### config.mk
export PLATFORM = sky130hd
export DESIGN_NAME = axi4lite_regbus_bridge
export DESIGN_NICKNAME = d
export VERILOG_FILES = /design/src/rtl/axi4lite_regbus_bridge.sv
export SDC_FILE = /design/constraint.sdc
export NUM_CORES = 1
export LEC_CHECK = 0
export CAP_MARGIN = 20
export CORE_MARGIN = 5
export CORE_UTILIZATION = 44
export CTS_CLUSTER_SIZE = 16
export DETAILED_ROUTE_END_ITERATION = 16
export PLACE_DENSITY_LB_ADDON = 0.1
export SLEW_MARGIN = 20
export SYNTH_ARGS = -nofsm -noshare
export SYNTH_HDL_FRONTEND = slang
export SYNTH_SLANG_ARGS = --single-unit
### constraint.sdc
create_clock -name aclk -period 1.95 [get_ports aclk]
set_input_delay 0.39 -clock aclk [delete_from_list [all_inputs] [get_ports aclk]]
set_output_delay 0.39 -clock aclk [all_outputs]
set_load 0.005 [all_outputs]
### src/rtl/axi4lite_regbus_bridge.sv
// AXI4-Lite slave to simple register-bus bridge. AW, W and AR each have a
// one-entry holding register. At most one register access is in flight.
module axi4lite_regbus_bridge #(
    parameter int unsigned AXI_ADDR_WIDTH = 32,
    parameter int unsigned AXI_DATA_WIDTH = 32,
    parameter int unsigned ADDR_LSB       = 2,
    parameter int unsigned REG_ADDR_WIDTH = 8,
    parameter int unsigned NUM_REGS       = 256,
    parameter int unsigned RD_LATENCY     = 2
) (
    input  logic                        aclk,
    input  logic                        aresetn,
    input  logic [AXI_ADDR_WIDTH-1:0]   s_axi_awaddr,
    input  logic                        s_axi_awvalid,
    output logic                        s_axi_awready,
    input  logic [AXI_DATA_WIDTH-1:0]   s_axi_wdata,
    input  logic [AXI_DATA_WIDTH/8-1:0] s_axi_wstrb,
    input  logic                        s_axi_wvalid,
    output logic                        s_axi_wready,
    output logic [1:0]                  s_axi_bresp,
    output logic                        s_axi_bvalid,
    input  logic                        s_axi_bready,
    input  logic [AXI_ADDR_WIDTH-1:0]   s_axi_araddr,
    input  logic                        s_axi_arvalid,
    output logic                        s_axi_arready,
    output logic [AXI_DATA_WIDTH-1:0]   s_axi_rdata,
    output logic [1:0]                  s_axi_rresp,
    output logic                        s_axi_rvalid,
    input  logic                        s_axi_rready,
    output logic                        chip_select,
    output logic                        write,
    output logic                        read,
    output logic [REG_ADDR_WIDTH-1:0]   address,
    output logic [AXI_DATA_WIDTH-1:0]   write_data,
    input  logic [AXI_DATA_WIDTH-1:0]   read_data
);
    localparam int unsigned STRB_WIDTH   = AXI_DATA_WIDTH / 8;
    localparam int unsigned CNT_WIDTH    = 4;
    localparam int unsigned CMP_WIDTH    = REG_ADDR_WIDTH + 1;
    localparam int unsigned RD_WAIT_INIT = (RD_LATENCY > 1) ? RD_LATENCY - 2 : 0;
    localparam logic [1:0]  RESP_OKAY    = 2'b00;
    localparam logic [1:0]  RESP_SLVERR  = 2'b10;

    typedef enum logic [2:0] {IDLE, WR_ISSUE, RD_ISSUE, RD_WAIT, RESP} state_t;

    state_t                      state, state_d;
    logic                        aw_full, aw_full_d, w_full, w_full_d, ar_full, ar_full_d;
    logic [REG_ADDR_WIDTH-1:0]   aw_addr, aw_addr_d, ar_addr, ar_addr_d;
    logic [AXI_DATA_WIDTH-1:0]   w_data, w_data_d;
    logic [STRB_WIDTH-1:0]       w_strb, w_strb_d;
    logic                        prefer_wr, prefer_wr_d;
    logic                        err, err_d;
    logic [CNT_WIDTH-1:0]        cnt, cnt_d;
    logic                        awready_d, wready_d, arready_d;
    logic                        bvalid_d, rvalid_d, cs_d, write_d, read_d;
    logic [1:0]                  bresp_d, rresp_d;
    logic [AXI_DATA_WIDTH-1:0]   rdata_d, write_data_d;
    logic [REG_ADDR_WIDTH-1:0]   address_d;
    logic                        wr_pend, rd_pend, wr_err, rd_err;
    logic                        unused_addr_bits;

    // Only the word-address slice of the AXI addresses is decoded.
    assign unused_addr_bits = ^{s_axi_awaddr, s_axi_araddr};

    always_comb begin
        state_d      = state;
        aw_full_d    = aw_full;
        aw_addr_d    = aw_addr;
        w_full_d     = w_full;
        w_data_d     = w_data;
        w_strb_d     = w_strb;
        ar_full_d    = ar_full;
        ar_addr_d    = ar_addr;
        prefer_wr_d  = prefer_wr;
        err_d        = err;
        cnt_d        = cnt;
        bvalid_d     = s_axi_bvalid;
        bresp_d      = s_axi_bresp;
        rvalid_d     = s_axi_rvalid;
        rresp_d      = s_axi_rresp;
        rdata_d      = s_axi_rdata;
        address_d    = address;
        write_data_d = write_data;
        cs_d         = 1'b0;
        write_d      = 1'b0;
        read_d       = 1'b0;

        wr_pend = aw_full && w_full;
        rd_pend = ar_full;
        wr_err  = ({1'b0, aw_addr} >= CMP_WIDTH'(NUM_REGS)) || !(&w_strb);
        rd_err  = ({1'b0, ar_addr} >= CMP_WIDTH'(NUM_REGS));

        if (s_axi_awvalid && s_axi_awready) begin
            aw_full_d = 1'b1;
            aw_addr_d = s_axi_awaddr[ADDR_LSB +: REG_ADDR_WIDTH];
        end
        if (s_axi_wvalid && s_axi_wready) begin
            w_full_d = 1'b1;
            w_data_d = s_axi_wdata;
            w_strb_d = s_axi_wstrb;
        end
        if (s_axi_arvalid && s_axi_arready) begin
            ar_full_d = 1'b1;
            ar_addr_d = s_axi_araddr[ADDR_LSB +: REG_ADDR_WIDTH];
        end

        case (state)
            IDLE: begin
                // Priority only flips when both types contend.
                if (wr_pend && (!rd_pend || prefer_wr)) begin
                    state_d      = WR_ISSUE;
                    err_d        = wr_err;
                    address_d    = aw_addr;
                    write_data_d = w_data;
                    cs_d         = !wr_err;
                    write_d      = !wr_err;
                    if (rd_pend) prefer_wr_d = 1'b0;
                end else if (rd_pend) begin
                    state_d   = RD_ISSUE;
                    err_d     = rd_err;
                    address_d = ar_addr;
                    cs_d      = !rd_err;
                    read_d    = !rd_err;
                    if (wr_pend) prefer_wr_d = 1'b1;
                end
            end
            WR_ISSUE: begin
                state_d  = RESP;
                bvalid_d = 1'b1;
                bresp_d  = err ? RESP_SLVERR : RESP_OKAY;
            end
            RD_ISSUE: begin
                if (RD_LATENCY <= 1) begin
                    state_d  = RESP;
                    rvalid_d = 1'b1;
                    rresp_d  = err ? RESP_SLVERR : RESP_OKAY;
                    rdata_d  = err ? '0 : read_data;
                end else begin
                    state_d = RD_WAIT;
                    cnt_d   = CNT_WIDTH'(RD_WAIT_INIT);
                end
            end
            RD_WAIT: begin
                if (cnt == '0) begin
                    state_d  = RESP;
                    rvalid_d = 1'b1;
                    rresp_d  = err ? RESP_SLVERR : RESP_OKAY;
                    rdata_d  = err ? '0 : read_data;
                end else begin
                    cnt_d = cnt - CNT_WIDTH'(1);
                end
            end
            RESP: begin
                if (s_axi_bvalid && s_axi_bready) begin
                    state_d   = IDLE;
                    bvalid_d  = 1'b0;
                    aw_full_d = 1'b0;
                    w_full_d  = 1'b0;
                end else if (s_axi_rvalid && s_axi_rready) begin
                    state_d   = IDLE;
                    rvalid_d  = 1'b0;
                    ar_full_d = 1'b0;
                end
            end
            default: state_d = IDLE;
        endcase

        awready_d = !aw_full_d;
        wready_d  = !w_full_d;
        arready_d = !ar_full_d;
    end

    always_ff @(posedge aclk or negedge aresetn) begin
        if (!aresetn) begin
            state         <= IDLE;
            aw_full       <= 1'b0;
            aw_addr       <= '0;
            w_full        <= 1'b0;
            w_data        <= '0;
            w_strb        <= '0;
            ar_full       <= 1'b0;
            ar_addr       <= '0;
            prefer_wr     <= 1'b0;
            err           <= 1'b0;
            cnt           <= '0;
            s_axi_awready <= 1'b0;
            s_axi_wready  <= 1'b0;
            s_axi_arready <= 1'b0;
            s_axi_bvalid  <= 1'b0;
            s_axi_bresp   <= 2'b00;
            s_axi_rvalid  <= 1'b0;
            s_axi_rresp   <= 2'b00;
            s_axi_rdata   <= '0;
            chip_select   <= 1'b0;
            write         <= 1'b0;
            read          <= 1'b0;
            address       <= '0;
            write_data    <= '0;
        end else begin
            state         <= state_d;
            aw_full       <= aw_full_d;
            aw_addr       <= aw_addr_d;
            w_full        <= w_full_d;
            w_data        <= w_data_d;
            w_strb        <= w_strb_d;
            ar_full       <= ar_full_d;
            ar_addr       <= ar_addr_d;
            prefer_wr     <= prefer_wr_d;
            err           <= err_d;
            cnt           <= cnt_d;
            s_axi_awready <= awready_d;
            s_axi_wready  <= wready_d;
            s_axi_arready <= arready_d;
            s_axi_bvalid  <= bvalid_d;
            s_axi_bresp   <= bresp_d;
            s_axi_rvalid  <= rvalid_d;
            s_axi_rresp   <= rresp_d;
            s_axi_rdata   <= rdata_d;
            chip_select   <= cs_d;
            write         <= write_d;
            read          <= read_d;
            address       <= address_d;
            write_data    <= write_data_d;
        end
    end
endmodule

==> results of run 1 <==
==> metrics by stage <==
step | hold slack, ns | std cells | instance area, um^2 | setup slack [ns]
floorplan | 0.0944 | 423 | 5960 | 0.234
global placement | 0.367 | 760 | 7910 | 0.213
detailed placement | 0.367 | 760 | 7910 | 0.192
CTS | 0.488 | 792 | 8480 | 0.186
global route | 0.513 | 792 | 8480 | 0.0622
finish | 0.482 | 792 | 8480 | 0.207
==> worst max-delay path by stage <==
stage	endpoint	slack, ns
3_5_place_dp	aw_addr[0]	0.19
6_report	s_axi_rdata[14]	0.21
4_1_cts	s_axi_bvalid	0.19
3_3_place_gp	w_strb[2]	0.21
2_1_floorplan	s_axi_rdata[0]	0.23
5_1_grt	s_axi_rdata[10]	0.06
==> synth_stat cells, types with 4 or more instances <==
library cell,number,area [um^2]
a31oi_1,9,56.3
clkbuf_1,8,30.0
a21oi_1,9,45.0
nor2_1,5,18.8
and2_1,4,25.0
nand2_1,6,22.5
nand3_1,14,70.1
inv_1,5,18.8
nor2b_1,34,213
o21ai_0,15,75.1
mux2_2,115,1290
buf_2,8,40.0
dfrtp_1,146,3650
buf_6,6,67.6
==> registers in the layout (all words and copies together) (netlist names), 3 cells and up <==
signal and flops:
address 8, ar_addr 8, aw_addr 8, cnt 4
s_axi_rdata 32, state 3, w_data 32, w_strb 4
write_data 32
==> layer usage <==
layer,vias to the layer above,global-route usage [%],part of all wire (%)
met5,-,0,0
met4,0,6.25,1.6
met3,19,6.18,7.4
met2,130,27.4,48
met1,1967,21.4,43
li1,1848,-,-
==> layout make-up <==
type | instances | area, um^2 | area share, %
Multi-Input combinational cell | 247 | 2130 | 25.2
Clock inverter | 11 | 113 | 1.33
Sequential cell | 146 | 3650 | 43.1
Inverter | 5 | 18.8 | 0.221
Timing Repair Buffer | 187 | 1890 | 22.3
Clock buffer | 20 | 457 | 5.38
Tap cell | 176 | 220 | 2.60
==> cell families after synthesis <==
kind of cell | after synthesis | share of synthesized area [%]
XOR/XNOR | 1 | 0.147
flip-flops | 146 | 61.3
AND/OR/NAND/NOR | 77 | 8.08
other | 1 | 0.0629
buffers and inverters | 30 | 3.00
AO/OA/AOI/OAI | 48 | 4.87
multiplexers | 117 | 22.1
adder cells (fa/ha/maj) | 2 | 0.420
==> placed cells by master (no fill, tap or decap), types with 6 or more instances in the layout <==
cell type	Yosys	layout
a31oi_1	9	9
clkinv_2	0	6
dfrtp_1	146	146
buf_4	3	10
clkbuf_16	0	17
a21oi_1	9	9
clkdlybuf4s50_1	0	171
mux2_2	115	115
o21ai_0	15	15
nand2_1	6	6
nor2b_1	34	33
nand3_1	14	14
==> power breakdown <==
group	leakage, uW	switching, uW	internal [uW]	total, uW
registers	0.00190	225	3490	3710
clock network	0.000277	1170	1920	3090
logic	0.00163	293	572	864
total	0.00382	1690	5980	7670
==> critical path: stages (launching register included) <==
cell and delay [ns]:
dfrtp_1 0.40, inv_1 0.09, ha_1 0.15, nor3b_2 0.18, nor2b_2 0.23, buf_12 0.21
mux2_2 0.35
==> results.sh, run 1 <==
export IMPL_portBuffers=172
export IMPL_synthToLayoutAreaGrowth_pct=42.4
export IMPL_power_density_nw_per_um2=904
export IMPL_initial_core_util_pct=45.0
export IMPL_reg2regPathDepth=6
export IMPL_drtPass1Iterations=4
export IMPL_worst_r2r_setup_slack_ns=0.21
export IMPL_cts_tree="done"
export IMPL_drtIter0Drc=143
export IMPL_numCtsBuffers=17
export IMPL_clock_path_buffers=2
export IMPL_status="complete, no violations"
export IMPL_ctsHoldBuffers=1
export IMPL_syn_cell_area_um2=5960
export IMPL_fin_worst_skew_ns=0.00560
export IMPL_grt_use_total_pct=17.1
export IMPL_io_pins=223
export IMPL_cts_setup_buffers=0
export IMPL_rsz0062_at_grt="no"
export IMPL_nFillCells=1040
export IMPL_rows=42
export IMPL_gp_congestion=0.772
export IMPL_htree_levels=4
export IMPL_startpoint="cnt[0]"
export IMPL_clkLatencyLatePin_ns=0.42
export IMPL_ir_drop_mv=0.641
export IMPL_maxSlewViolCount=0
export IMPL_insertedDiodeCount=0
export IMPL_remaining_drc_errors=0
export IMPL_clk_pin_slew_ns=0.05
export IMPL_clkSinkCount=146
export IMPL_crit_type="reg2reg"
export IMPL_die_area_um2=16000
export IMPL_grt_pass1_vias=4221
export IMPL_leakage_uw=0.00382
export IMPL_utilization_pct=64.1
export IMPL_setup_viol=0
export IMPL_cts_resized=0
export IMPL_finalNetCount=745
export IMPL_ys_warn_count=0
export IMPL_power_uw=7670
export IMPL_wl_per_cell_um=16.5
export IMPL_worstPathArrival_ns=2.04
export IMPL_worst_setup_path_start_kind="flop"
export IMPL_fp_dieH_um=126
export IMPL_reg2reg_from="cnt[0]"
export IMPL_finalCritPeriodShare_pct=89.4
export IMPL_die_x_um=126
export IMPL_grt_ovfl_total=0
export IMPL_finalCriticalPeriod_ns=1.74
export IMPL_synth_seq_cells=146
export IMPL_synthArstFlopShare_pct=100
export IMPL_synth_avg_cell_area_um2=14.1
export IMPL_hold_path_class="in2async"
export IMPL_synthFlopType="dfrtp_1"
export IMPL_ant_nets=0
export IMPL_maxCapViolCount=0
export IMPL_antenna_found_initial=0
export IMPL_yosysSeqAreaShare_pct=61.3
export IMPL_crit_fanout=27
export IMPL_synth_edff_count=0
export IMPL_hold_viol_final=0
export IMPL_r2r_end="s_axi_rdata[14]"
export IMPL_grt_max_degree=53
export IMPL_wirelength_um=13100
export IMPL_core_area_um2=13200
export IMPL_syn_inst=422
export IMPL_timing_fmax_mhz=574
export IMPL_yosysUniqueCellTypes=37
export IMPL_layout_drive_gt1_share_pct=27.3
export IMPL_final_setup_tns_ns=0
export IMPL_detailed_place_hpwl_um=9420
export IMPL_root_buffer="clkbuf_16"
export IMPL_num_vias=3964
export IMPL_critPathRequiredTime_ns=2.25
export IMPL_end_kind="flop"
export IMPL_avgViaCountPerCell=5.01
export IMPL_grt_pass1_wl_um=21600
Note: power is estimated with default switching activity, not from simulation.
==> run 2, diff against run 1 <==
Settings changed: CORE_ASPECT_RATIO set to 1.2.
==> run 2 against run 1 <==
Fmax down 4.3%. Clock-buffer cell count up 1. Global-route usage about the same. Final area unchanged. Worst setup slack worse by 0.078 ns. Routed wire length up 2.2%. Clock skew up 0.016 ns. Critical path depth unchanged. Non-clock buffer count up 5. Worst hold slack worse by 0.020 ns. Critical endpoint is now s_axi_rdata[9]. Largest power group unchanged. Power down 0.75%. Largest cell class unchanged.
==> results.sh, run 2 (synthesis results as in run 1) <==
export IMPL_grt_ovfl_total=0
export IMPL_leakage_uw=0.00382
export IMPL_numCtsBuffers=17
export IMPL_end_kind="flop"
export IMPL_finalCritPeriodShare_pct=93.4
export IMPL_finalNetCount=750
export IMPL_wirelength_um=13300
export IMPL_met3WireLength_um=893
export IMPL_worst_setup_path_start_kind="flop"
export IMPL_cts_setup_buffers=0
export IMPL_status="complete, no violations"
export IMPL_top_layer="met4"
export IMPL_fp_dieH_um=137
export IMPL_cpMaxStageDelayCell="dfrtp_1"
export IMPL_avgViaCountPerCell=5.05
export IMPL_fin_worst_skew_ns=0.0217
export IMPL_hold_viol_final=0
export IMPL_worstPathArrival_ns=2.11
export IMPL_layout_common_cells="clkdlybuf4s50_1 (171), dfrtp_1 (146), mux2_2 (115), nor2b_1 (33), clkbuf_16 (17)"
export IMPL_clkSinkCount=146
export IMPL_crit_type="reg2reg"
export IMPL_rows=46
export IMPL_gp_congestion=0.736
export IMPL_num_vias=3982
export IMPL_remaining_drc_errors=0
export IMPL_top_regs="s_axi_rdata x32, w_data x32, write_data x32"
export IMPL_synthToLayoutAreaGrowth_pct=42.4
export IMPL_critPathRequiredTime_ns=2.23
export IMPL_root_buffer="clkbuf_16"
export IMPL_setup_viol=0
export IMPL_met1_length_um=5610
export IMPL_die_area_um2=16000
export IMPL_worst_pin_slew_ns=0.539
export IMPL_place_ws_ns=0.149
export IMPL_initial_core_util_pct=45.0
export IMPL_clkLatencyLatePin_ns=0.41
export IMPL_cts_tree="done"
export IMPL_insertedDiodeCount=0
export IMPL_clock_path_buffers=2
export IMPL_detailed_place_hpwl_um=9410
export IMPL_grt_pass1_wl_um=21300
export IMPL_rsz0062_at_grt="no"
export IMPL_io_pins=223
export IMPL_core_area_um2=13200
export IMPL_maxSlewHeadroom_pct=64.0
export IMPL_critical_path_buf_inv_count=2
export IMPL_maxSlewViolCount=0
export IMPL_finalCriticalPeriod_ns=1.82
export IMPL_final_setup_tns_ns=0
export IMPL_grt_pass1_vias=4210
export IMPL_htree_levels=4
export IMPL_power_density_nw_per_um2=897
export IMPL_cp_cell_sequence="inv_1 -> ha_1 -> nor3b_2 -> nor2b_2 -> buf_12 -> mux2_2"
export IMPL_maxCapViolCount=0
export IMPL_ant_nets=0
export IMPL_max_stage_delay_ns=0.40
export IMPL_worst_r2r_setup_slack_ns=0.13
export IMPL_reg2regPathDepth=6
export IMPL_wl_per_cell_um=16.9
export IMPL_worst_slack_ns=0.129
export IMPL_timing_fmax_mhz=549
export IMPL_grt_max_degree=45
export IMPL_drtIter0Drc=155
export IMPL_drtPass1Iterations=4
export IMPL_crit_fanout=30
export IMPL_crit_family="simple AND/OR/NAND/NOR gates"
export IMPL_ir_drop_mv=0.507
export IMPL_final_common_cell="clkdlybuf4s50_1"
export IMPL_wl_met2_um=6720
export IMPL_layout_drive_gt1_share_pct=27.7
export IMPL_portBuffers=172
export IMPL_clk_pin_slew_ns=0.06
export IMPL_antenna_found_initial=0
export IMPL_hold_path_class="in2async"
export IMPL_die_x_um=116
export IMPL_grt_use_total_pct=17.1
export IMPL_r2r_end="s_axi_rdata[9]"
export IMPL_reg2reg_from="cnt[0]"
-- run 2: area by class of cell --
cell class,count,area [um^2]
sequential,146,3650
clock buffer,21,470
tap,168,210
fill,1076,4750
timing repair buffer,192,1910
inverter,5,18.8
multi-input combinational,247,2130
clock inverter,9,83.8
-- run 2: worst max-delay path by stage --
| stage | start | endpoint | slack (ns) | cells past startpoint |
|---|---|---|---|---|
| global route | cnt[0] | s_axi_rdata[28] | 0.05 | 6 |
| global placement | cnt[0] | s_axi_rdata[0] | 0.19 | 6 |
| CTS | cnt[0] | s_axi_rdata[8] | 0.13 | 6 |
| finish | cnt[0] | s_axi_rdata[9] | 0.13 | 6 |
| floorplan | cnt[0] | s_axi_rdata[0] | 0.23 | 7 |
| detailed placement | cnt[0] | s_axi_rdata[8] | 0.15 | 6 |
-- run 2: through the flow --
| stage | total power [uW] | utilization (%) | instances | cell area (um^2) | hold WS (ns) |
|---|---|---|---|---|---|
| 2_1_floorplan | 4210 | - | 423 | 5960 | 0.0944 |
| 3_3_place_gp | 4570 | 59.8 | 757 | 7920 | 0.336 |
| 3_5_place_dp | 4650 | 59.8 | 757 | 7920 | 0.337 |
| 4_1_cts | 7720 | 64.1 | 788 | 8480 | 0.476 |
| 5_1_grt | 7980 | 64.1 | 788 | 8480 | 0.501 |
| 6_report | 7610 | 64.1 | 788 | 8480 | 0.462 |
-- run 2: what timing repair did --
| action | 4_1_cts | 5_1_grt |
|---|---|---|
| resized for setup | 0 | 0 |
| hold buffers | 1 | 0 |
| hold endpoints to repair | 39 | 0 |
-- run 2: routing by layer --
metal | GRT usage (%) | up-vias
li1 | - | 1850
met1 | 22.0 | 1997
met5 | 0 | -
met3 | 5.27 | 10
met4 | 5.42 | 0
met2 | 27.8 | 125
-- run 2: power by group --
part	switching (uW)	total [uW]	internal (uW)	leakage, uW
sequential	222	3710	3480	0.00190
clock	1200	3030	1830	0.000263
combinational	295	871	576	0.00165
total	1710	7610	5890	0.00382
==> run 3, diff against run 2 <==
Settings changed: CELL_PAD_IN_SITES_DETAIL_PLACEMENT set to 1, CELL_PAD_IN_SITES_GLOBAL_PLACEMENT set to 2, CORE_UTILIZATION 44 to 29.
==> run 3 against run 2 <==
Final area is 3.0% higher. Register-to-register slack better by 0.06 ns. Largest cell class unchanged. Flip-flop and latch count stayed put. Critical path depth is 5 lower.
==> results.sh, run 3 (synthesis results as in run 1) <==
export IMPL_clk_pin_slew_ns=0.06
export IMPL_htree_levels=4
export IMPL_finalCritPeriodShare_pct=91.6
export IMPL_ant_nets=0
export IMPL_insertedDiodeCount=0
export IMPL_crit_type="reg2out"
export IMPL_placed_cells=853
export IMPL_setup_viol=0
export IMPL_cts_resized=0
export IMPL_switchingPower_uw=1890
export IMPL_grt_ovfl_total=0
export IMPL_hold_viol_final=0
export IMPL_gp_congestion=0.718
export IMPL_worstPathArrival_ns=1.40
export IMPL_final_common_cell="clkdlybuf4s50_1"
export IMPL_num_vias=4022
export IMPL_grt_pass1_wl_um=25200
export IMPL_numCtsBuffers=17
export IMPL_grt_use_total_pct=13.5
export IMPL_reg2reg_from="cnt[0]"
export IMPL_timing_fmax_mhz=560
export IMPL_maxSlewHeadroom_pct=66.0
export IMPL_fin_worst_skew_ns=0.0160
export IMPL_ctsHoldBuffers=1
export IMPL_remaining_drc_errors=0
export IMPL_cts_tree="done"
export IMPL_rsz0062_at_grt="no"
export IMPL_clock_path_buffers=2
export IMPL_top_regs="s_axi_rdata x32, w_data x32, write_data x32"
export IMPL_r2r_end="s_axi_rdata[1]"
export IMPL_wl_per_cell_um=17.6
export IMPL_die_area_um2=23500
export IMPL_cpMaxStageDelayCell="clkdlybuf4s50_1"
export IMPL_power_density_nw_per_um2=949
export IMPL_drtIter0Drc=125
export IMPL_hold_path_class="in2async"
export IMPL_p_clk_share_pct=44.4
export IMPL_layout_common_cells="clkdlybuf4s50_1 (171), dfrtp_1 (146), mux2_2 (115), nor2b_1 (33), clkbuf_16 (17)"
export IMPL_fp_dieH_um=167
export IMPL_ir_drop_mv=0.556
export IMPL_drtPass1Iterations=4
export IMPL_grt_pass1_vias=4503
export IMPL_worst_r2r_setup_slack_ns=0.19
export IMPL_layout_drive_gt1_share_pct=27.9
export IMPL_clkLatencyLatePin_ns=0.43
export IMPL_maxCapViolCount=0
export IMPL_switching_share_pct=22.8
export IMPL_power_uw=8290
export IMPL_status="complete, no violations"
export IMPL_root_buffer="clkbuf_16"
export IMPL_crit_fanout=5
export IMPL_finalCriticalPeriod_ns=1.79
export IMPL_crit_family="buffers and inverters"
export IMPL_instances_no_fill=886
export IMPL_synthToLayoutAreaGrowth_pct=46.6
export IMPL_core_area_um2=20300
export IMPL_maxSlewViolCount=0
export IMPL_grt_max_degree=57
export IMPL_critical_path_buf_inv_count=1
export IMPL_max_stage_delay_ns=0.58
export IMPL_worst_slack_ns=0.163
export IMPL_critPathRequiredTime_ns=1.56
export IMPL_final_setup_tns_ns=0
export IMPL_finalNetCount=749
export IMPL_leakage_uw=0.00389
export IMPL_portBuffers=172
export IMPL_wirelength_um=15600
export IMPL_die_x_um=141
export IMPL_p_int_uw=6400
export IMPL_pwr_share_seq_pct=44.7
export IMPL_combPwrFrac_pct=10.8
export IMPL_antenna_found_initial=0
export IMPL_worst_pin_slew_ns=0.511
export IMPL_rows=57
export IMPL_end_kind="output port"
export IMPL_io_pins=223
export IMPL_avgViaCountPerCell=4.54
export IMPL_reg2regPathDepth=6
export IMPL_cp_cell_sequence="clkdlybuf4s50_1"
export IMPL_cts_setup_buffers=0
export IMPL_place_ws_ns=0.164
export IMPL_worst_setup_path_start_kind="flop"
export IMPL_nFillCells=2080
export IMPL_clkSinkCount=146
export IMPL_initial_core_util_pct=29.4
export IMPL_detailed_place_hpwl_um=11100
==> run 3: cell types whose count changed in the layout (fill, tap and decap cells not counted), moves of 2 or more <==
cell        previous run  this run
buf_4                 16        13
clkinvlp_4             4         1
buf_12                 3         5
inv_6                  0         4
clkbuf_8               3         1
bufinv_16              1         5
clkinv_2               3         0
==> run 3: per-stage QoR <==
| stage | util, % | cell area (um^2) | hold slack [ns] |
|---|---|---|---|
| after floorplan | - | 5960 | 0.0944 |
| after global placement | 39.8 | 8060 | 0.239 |
| after detailed placement | 39.8 | 8060 | 0.240 |
| after CTS | 43.1 | 8740 | 0.366 |
| after global routing | 43.1 | 8740 | 0.368 |
| final | 43.1 | 8740 | 0.380 |
==> run 3: worst max path at each step <==
| stage | start | endpoint | slack [ns] | depth (start not counted) |
|---|---|---|---|---|
| 4_1_cts | s_axi_bvalid | s_axi_bvalid | 0.14 | 1 |
| 3_3_place_gp | s_axi_wvalid | w_data[2] | 0.18 | 4 |
| 3_5_place_dp | s_axi_wvalid | w_data[6] | 0.16 | 4 |
| 5_1_grt | cnt[0] | s_axi_rdata[1] | 0.1 | 6 |
| 2_1_floorplan | cnt[0] | s_axi_rdata[0] | 0.23 | 7 |
| 6_report | s_axi_bvalid | s_axi_bvalid | 0.16 | 1 |
==> run 3: final cells by class <==
cell class	instances	area [um^2]	share of cell area (%)
Multi-Input combinational cell	247	2140	24.5
Timing Repair Buffer	191	1930	22.1
Clock inverter	13	221	2.53
Tap cell	265	332	3.79
Clock buffer	19	443	5.07
Sequential cell	146	3650	41.8
Inverter	5	18.8	0.215
==> run 3: routing by layer <==
metal / up-vias / wire length, um / part of all wire (%) / global-route usage [%]
met5: - / 0 / 0 / 0
met4: 0 / 192 / 1.2 / 4.93
met3: 17 / 925 / 5.9 / 3.84
met2: 125 / 7770 / 50 / 22.1
met1: 2027 / 6700 / 43 / 17.1
li1: 1853 / - / - / -
==> run 3: power by group through the flow <==
stage | Sequential (uW) | Combinational [uW] | Clock (uW)
floorplan | 3690 | 524 | 0
global placement | 3730 | 877 | 0
detailed placement | 3770 | 913 | 0
CTS | 3720 | 922 | 3800
global route | 3770 | 996 | 3940
finish | 3710 | 899 | 3680
